File: src/rtl/div_if.sv
// Request/response bundle between the execute stage (master) and the divider (slave).
interface div_if;
    logic        signed_div_i;
    logic [31:0] operand_1_i;
    logic [31:0] operand_2_i;
    logic        start_i;
    logic        annul_i;
    logic [63:0] result_o;
    logic        ready_o;

    modport master (
        output signed_div_i, operand_1_i, operand_2_i, start_i, annul_i,
        input  result_o, ready_o
    );

    modport slave (
        input  signed_div_i, operand_1_i, operand_2_i, start_i, annul_i,
        output result_o, ready_o
    );
endinterface

File: src/rtl/div_unit.sv
// 32-iteration restoring divider for DIV/DIVU; result is {remainder, quotient}
// and is held with ready_o until the requester drops start_i.
module div_unit (
    input  logic clk,
    input  logic rst,
    div_if.slave bus
);

    typedef enum logic [1:0] {IDLE, BY_ZERO, ON, END} state_t;

    state_t      state_q;
    logic [4:0]  cnt_q;
    logic [64:0] work_q;
    logic [31:0] divisor_q;
    logic        neg_quo_q;
    logic        neg_rem_q;
    logic [63:0] result_q;
    logic        ready_q;

    logic [64:0] shift_d;
    logic [32:0] trial_d;
    logic [64:0] step_d;
    logic [63:0] fix_d;

    function automatic logic [31:0] cond_neg(input logic [31:0] v, input logic neg);
        return neg ? (~v + 32'd1) : v;
    endfunction

    // 0x80000000 negates to itself and is then read as an unsigned magnitude.
    function automatic logic [31:0] magnitude(input logic [31:0] v, input logic is_signed);
        return cond_neg(v, is_signed & v[31]);
    endfunction

    always_comb begin
        shift_d = work_q << 1;
        trial_d = shift_d[64:32] - {1'b0, divisor_q};
        step_d  = trial_d[32] ? shift_d : {trial_d, shift_d[31:1], 1'b1};
        fix_d   = {cond_neg(step_d[63:32], neg_rem_q), cond_neg(step_d[31:0], neg_quo_q)};
    end

    always_ff @(posedge clk) begin
        if (rst) begin
            state_q   <= IDLE;
            cnt_q     <= 5'd0;
            work_q    <= 65'd0;
            divisor_q <= 32'd0;
            neg_quo_q <= 1'b0;
            neg_rem_q <= 1'b0;
            result_q  <= 64'd0;
            ready_q   <= 1'b0;
        end else begin
            ready_q  <= 1'b0;
            result_q <= 64'd0;
            case (state_q)
                IDLE: begin
                    if (bus.start_i && !bus.annul_i) begin
                        divisor_q <= magnitude(bus.operand_2_i, bus.signed_div_i);
                        work_q    <= {33'd0, magnitude(bus.operand_1_i, bus.signed_div_i)};
                        neg_quo_q <= bus.signed_div_i & (bus.operand_1_i[31] ^ bus.operand_2_i[31]);
                        neg_rem_q <= bus.signed_div_i & bus.operand_1_i[31];
                        cnt_q     <= 5'd0;
                        state_q   <= (bus.operand_2_i == 32'd0) ? BY_ZERO : ON;
                    end
                end
                BY_ZERO: begin
                    work_q  <= 65'd0;
                    state_q <= bus.annul_i ? IDLE : END;
                end
                ON: begin
                    if (bus.annul_i) begin
                        state_q <= IDLE;
                        cnt_q   <= 5'd0;
                        work_q  <= 65'd0;
                    end else if (cnt_q == 5'd31) begin
                        // Final iteration: store the sign-corrected result for END to present.
                        work_q  <= {1'b0, fix_d};
                        cnt_q   <= 5'd0;
                        state_q <= END;
                    end else begin
                        work_q <= step_d;
                        cnt_q  <= cnt_q + 5'd1;
                    end
                end
                END: begin
                    if (bus.start_i) begin
                        ready_q  <= 1'b1;
                        result_q <= work_q[63:0];
                    end else begin
                        state_q <= IDLE;
                        work_q  <= 65'd0;
                    end
                end
                default: state_q <= IDLE;
            endcase
        end
    end

    assign bus.result_o = result_q;
    assign bus.ready_o  = ready_q;

endmodule

File: src/flat_wrapper.sv
// flat-port wrapper written by rule: the top's interface ports become plain ports
module div_unit_flat 
  (clk, rst, bus_signed_div_i, bus_operand_1_i, bus_operand_2_i, bus_start_i, bus_annul_i, bus_result_o, bus_ready_o);
  div_if bus_i ();
  input  logic clk;
  input  logic rst;
  input wire logic [$bits(bus_i.signed_div_i)-1:0] bus_signed_div_i;
  input wire logic [$bits(bus_i.operand_1_i)-1:0] bus_operand_1_i;
  input wire logic [$bits(bus_i.operand_2_i)-1:0] bus_operand_2_i;
  input wire logic [$bits(bus_i.start_i)-1:0] bus_start_i;
  input wire logic [$bits(bus_i.annul_i)-1:0] bus_annul_i;
  output wire logic [$bits(bus_i.result_o)-1:0] bus_result_o;
  output wire logic [$bits(bus_i.ready_o)-1:0] bus_ready_o;
  assign bus_i.signed_div_i = bus_signed_div_i;
  assign bus_i.operand_1_i = bus_operand_1_i;
  assign bus_i.operand_2_i = bus_operand_2_i;
  assign bus_i.start_i = bus_start_i;
  assign bus_i.annul_i = bus_annul_i;
  assign bus_result_o = bus_i.result_o;
  assign bus_ready_o = bus_i.ready_o;
  div_unit u_core (.clk(clk), .rst(rst), .bus(bus_i));
endmodule
File: config.mk
export PLATFORM = sky130hd
export DESIGN_NAME = div_unit_flat
export DESIGN_NICKNAME = d
export VERILOG_FILES = /design/src/rtl/div_if.sv /design/src/rtl/div_unit.sv /design/src/flat_wrapper.sv
export SDC_FILE = /design/constraint.sdc
export NUM_CORES = 1
export LEC_CHECK = 0
export CORE_ASPECT_RATIO = 1.75
export CORE_MARGIN = 10
export CORE_UTILIZATION = 50
export DETAILED_ROUTE_END_ITERATION = 8
export PLACE_DENSITY = 0.85
export SLEW_MARGIN = 20
export SYNTH_ARGS = -nofsm -noshare
export SYNTH_HDL_FRONTEND = slang
export SYNTH_SLANG_ARGS = --single-unit
File: constraint.sdc
create_clock -name clk -period 4.8 [get_ports clk]
set_clock_uncertainty 0.2 [all_clocks]
set_input_delay 0.48 -clock clk [delete_from_list [all_inputs] [get_ports clk]]
set_output_delay 0.48 -clock clk [all_outputs]
set_load 0.02 [all_outputs]
# == After elaboration in Yosys (flattened, before gate mapping) ==
# Cells that the tools add are included.
# totals
ff_bits,170
inputBits,69
out_inout_bits,65
elab_cells,64
# op_classes
addsub,6
eq_ne,7
muxes,22
n_bitwise,10
reduce_logical,11
# ops
operator,n
$mux 64,5
$pmux 64 s4,1
$add 32x1->32 const B,4
$mux 32,4
$not 32->32,4
$sub 33x32->33,1
$logic_not 32->1,1
$mux 5,3
$mux 2,6
$pmux 5 s2,1
$pmux 2 s4,1
$reduce_and 2->1,3
$add 5x1->5 const B,1
$eq 5x5->1 const B,1
$eq 2x2->1 const B,2
$and 1x1->1,3
$ne 3x2->1 const B,1
$reduce_and 3->1,1
$reduce_or 3->1,1
$eq 2x1->1 const B,1
$logic_not 2->1,1
$ne 2x1->1 const B,1
$ne 2x2->1 const B,1
$not 1->1,2
6 further kinds,6

# == Longest topological paths before layout ==
# logic_depth
depth_word,8
depth_mapped,22
mapped_depth_nobuf,19

# == Worst setup path before layout ==
# No wires, ideal clock.
# synth_timing
path_type,register -> register
start,reg u_core.work_q[31]
end,reg u_core.work_q[60]
setup_time_ns,0.117
arrival_ns,4.320
t_required_ns,4.483
path_slack_ns,0.163
path_stages_with_launch,23
n_path_buf,3
period_less_slack_ns,4.637
path_cell_list,dfxtp_1 -> inv_1 -> ha_1 -> fa_1 -> nand2b_1 -> a21oi_2 -> o211ai_2 -> a21oi_2 -> o21a_4 -> nor2_8 -> inv_2 -> buf_2 -> buf_2 -> buf_1 -> nor2_1 -> a21oi_1 -> ha_1 -> nand4b_1 -> mux2_2 -> o41a_1 -> nor2_2 -> xnor2_1 -> a22o_1
# synth_between
elab_chain_len,8
# synth_lines
element,line_no,rtl
from (decl),div_unit.sv:13,logic [64:0] work_q;
from (signal assigned),div_unit.sv:58,"work_q <= {33'd0, magnitude(bus.operand_1_i, bus.signed_div_i)};"
from (signal assigned),div_unit.sv:76,"work_q <= {1'b0, fix_d};"
from (signal assigned),div_unit.sv:80,work_q <= step_d;
$sub 33x32->33,div_unit.sv:36,"trial_d = shift_d[64:32] - {1'b0, divisor_q};"
$mux 64 *,div_unit.sv:37,"step_d = trial_d[32] ? shift_d : {trial_d, shift_d[31:1], 1'b1};"
$not 32->32,div_unit.sv:26,return neg ? (~v + 32'd1) : v;
$add 32x1->32,div_unit.sv:26,
$mux 32,div_unit.sv:26,
$mux 64 *,div_unit.sv:74,end else if (cnt_q == 5'd31) begin
$mux 64 *,div_unit.sv:70,if (bus.annul_i) begin
$pmux 64 s4 *,div_unit.sv:54,case (state_q)
# Mark *: on every way between the ends. The rest lies on a longest branch, timed or not.
# A chain may end at the register's enable or synchronous reset.

# == Final worst setup path ==
# Ends and elaborated chain as after synthesis.

==> out/summary.txt <==
final hold vios -> 0
CTS tree -> built
Finish-stage setup viols -> 0
CTS Hold Buffers Added -> 0
Crit Path Category -> flop to flop
CP dominant cell by count -> ha_1
# IOs -> 134
MaxCap Viol Count -> 0
share of cells above drive strength 1 -> 7.38%
H-tree depth -> 4
Top Family by Delay on Critical Path -> compound AO/OA/AOI/OAI gates
final worst-path cycle share -> 95.2%
area share of fa/ha/maj cells after synthesis -> 4.82%
syn nets -> 1532
first-pass GRT wire length -> 61500 µm
Slew Limit Fails -> 0
Async SR Flop Fraction -> 0%
count of buffer and inverter cells on the critical path -> 2
Setup Total Neg Slack -> 0 ns
Synth Area in XOR/XNOR -> 10.2%
RR Endpoint -> u_core.work_q[60]
largest family of logic cells by synthesized area -> compound AO/OA/AOI/OAI gates
outcome -> complete, no violations
total track usage -> 26.7%
commonest cells in the netlist -> dfxtp_1, nor2_1, a21oi_1, nand2_1, and2_1
drt pass-1 iters -> 6
Synth Area in Simple Gates -> 22.9%
Rel. slew slack -> 23.6%
Post-Syn Area per Cell -> 7.97 µm²
Int Pwr -> 3220 µW
Synth top area share -> 30.1%
CP max FO -> 11
grt ovf -> 0
Fill cells -> 1993
Sequential Area -> 3400 µm²
worst path cell trace -> inv_1 > ha_1 > fa_1 > nand2b_1 > a21oi_2 > o211ai_2 > a21oi_4 > o21a_4 > nor2_8 > inv_2 > nor2_1 > a21oi_1 > ha_1 > nand4b_1 > mux2_2 > o41a_1 > nor2_2 > xnor2_1 > a22o_1
Syn Std Cell Area -> 11300 µm²
CP endpoint kind -> flop
Slew @ Worst Pin -> 1.13 ns
R2R setup slack -> 0.23 ns
Comb pwr share -> 44.7%
Placeable Area -> 22200 µm²
clock share of power -> 24.0%
most common cell in the synthesized netlist -> dfxtp_1
slowest CP cell -> o41a_1
# nets final -> 1643
Site Rows -> 72
Clk pin slew, worst setup/hold paths -> 0.08 ns
Mapped Cells -> 1420
total routed wirelength -> 39800 µm
Multi-input gate area -> 7370 µm²
Netlist cell types -> 91
Critical Path Max Stage Delay -> 0.44 ns
vias after detailed routing -> 11300
Setup crit start kind -> flop
fin crit period -> 4.57 ns
Layout Utilization -> 61.3%
worst min-delay path startpoint -> u_core.divisor_q[20]
mux contribution to synthesized area -> 2.69%
Power Dens Cells -> 429 nW/µm²
sequential element share of the synthesized area -> 30.1%
top cells by area, synth -> dfxtp_1, nor2_1, xor2_1
Yosys warning count -> 0
Syn-to-layout area delta -> 20.1%
Power Total -> 5830 µW
type of the tightest min-delay check -> flop to flop
post-synthesis compound-gate area fraction -> 24.2%
EDFF count, synth -> 0
initial cell density of the core -> 51.1%
area leader, netlist -> dfxtp_1
Synth Flop Type -> dfxtp_1
Seq pwr share -> 31.3%
Buffers on Ports -> 133
vias per cell -> 6.16
DRC -> 0
Critical Path AT -> 4.72 ns
DP HPWL -> 30700 µm
Net Sw Frac -> 44.8%
Die Ht -> 219 µm
path depth of the worst reg2reg path -> 19
Fmax achieved -> 0.219 GHz
# diodes -> 0
Iter 0 DRT Violations -> 935
Die X -> 134 µm
hold endpoint -> u_core.divisor_q[20]
Data required, critical path -> 4.95 ns
Static Leakage -> 0.00532 µW
Seq cells post-synth -> 170
Detail Route Antenna Nets -> 0
total CTS buffers -> 17
largest net degree at the start of global routing -> 64
number of global-route vias before repair -> 11400
Die Area -> 29300 µm²
RSZ-0062 raised after global routing -> false
hold path cells -> 2
FF-to-FF Start -> u_core.work_q[31]
GP Congestion -> 0.998
antenna violations before repair -> 0
Net Sw Power -> 2610 µW
Clk Latency, worst-skew pair -> 0.47 ns
Peak VDD IR -> 0.398 mV
post-CTS setup buffers -> 0
Wirelength per Cell -> 21.6 µm
root buf cell -> clkbuf_16
clock sink total -> 170
clk buf depth -> 2
-- cells by family (layout without fill, tap and decap cells) --
family          count (synthesis)  count (layout)
buf+inv                       139             263
mux                            30              30
xor+xnor                      132             132
flops                         170             170
fa+ha+maj                      43              43
simple gates                  509             509
compound gates                397             397
-- how the worst max path moves through the flow --
stage	depth (start not counted)	slack [ns]	endpoint	from
finish	19	0.23	u_core.work_q[60]	u_core.work_q[31]
global route	19	0.007	u_core.work_q[60]	u_core.work_q[31]
CTS	17	0.11	u_core.work_q[60]	u_core.work_q[48]
detailed placement	17	0.16	u_core.work_q[60]	u_core.work_q[48]
global placement	17	0.28	u_core.work_q[60]	u_core.work_q[48]
floorplan	22	0.16	u_core.work_q[60]	u_core.work_q[31]
-- metal layers --
| metal | share of wire (%) | vias up | GRT usage, % | routed length, µm |
|---|---|---|---|---|
| li1 | - | 5343 | - | - |
| met1 | 33 | 5313 | 24.6 | 13300 |
| met2 | 53 | 495 | 49.6 | 21100 |
| met3 | 4.9 | 183 | 5.10 | 1950 |
| met4 | 8.8 | 0 | 22.0 | 3490 |
| met5 | 0 | - | 0 | 0 |
-- sequential cells by signal, summed over array words and instances, names as in the netlist --
register             count
u_core.divisor_q        32
u_core.neg_quo_q         1
u_core.work_q           64
u_core.bus.result_o     64
u_core.cnt_q             5
u_core.state_q           2
u_core.bus.ready_o       1
u_core.neg_rem_q         1
-- stage by stage --
step | area (µm²) | hold slack (ns) | cells | setup slack, ns
after CTS | 13600 | 0.258 | 1840 | 0.108
after global placement | 13000 | 0.246 | 1808 | 0.284
after global routing | 13600 | 0.286 | 1840 | 0.00661
after floorplan | 11300 | 0.232 | 1420 | 0.163
after detailed placement | 13000 | 0.266 | 1808 | 0.163
final | 13600 | 0.272 | 1840 | 0.232
-- worst reg2reg max path: cells and delay by family (launching register included) --
family	cells	cell delay, ns
AOI/OAI and AO/OA	7	1.71
xor gates and xnor gates	1	0.08
adders and majority gates	3	0.90
buffers and inverters	2	0.28
DFF	1	0.37
muxes	1	0.33
and+or+nand+nor	5	0.60
-- power groups by stage --
stage | logic [µW] | clock network [µW] | registers [µW]
floorplan | 1820 | 0 | 1770
global placement | 2490 | 0 | 1840
detailed placement | 2520 | 0 | 1840
CTS | 2540 | 1410 | 1810
global route | 2830 | 1470 | 1840
finish | 2610 | 1400 | 1820
-- area by class of cell --
cell class                 instances  area share (%)
multi-input combinational       1111            54.2
sequential                       170            25.1
timing repair buffer             172            11.9
clock buffer                      17            3.13
tap                              296            2.73
inverter                          59            1.63
clock inverter                    15            1.32
-- layout by cell type, fill, tap and decap left out, types with 9 or more instances in the layout --
cell type | Yosys | layout
dfxtp_1 | 170 | 170
nor2_1 | 162 | 159
clkdlybuf4s50_1 | 0 | 132
a21oi_1 | 105 | 105
nand2_1 | 84 | 84
and2_1 | 72 | 72
xor2_1 | 69 | 69
xnor2_1 | 63 | 63
o21ai_0 | 62 | 62
inv_1 | 58 | 58
nor3_1 | 50 | 50
a211oi_1 | 45 | 45
ha_1 | 42 | 42
buf_4 | 1 | 39
mux2i_1 | 27 | 27
or3_1 | 22 | 22
a221oi_1 | 21 | 21
a22o_1 | 20 | 20
nor4_1 | 19 | 19
nand2b_1 | 18 | 18
a22oi_1 | 17 | 17
clkbuf_16 | 0 | 17
nand4_1 | 14 | 14
nand3_1 | 14 | 14
a31oi_1 | 12 | 12
o31ai_1 | 12 | 12
a311oi_1 | 10 | 10
o21a_1 | 9 | 9
-- what timing repair did --
| action | CTS | global route |
|---|---|---|
| setup endpoints to repair | 0 | 11 |
| resized for setup | 0 | 2 |
| endpoints found under the hold margin | 0 | 0 |
No activity file was read; power rests on OpenSTA's default activity.
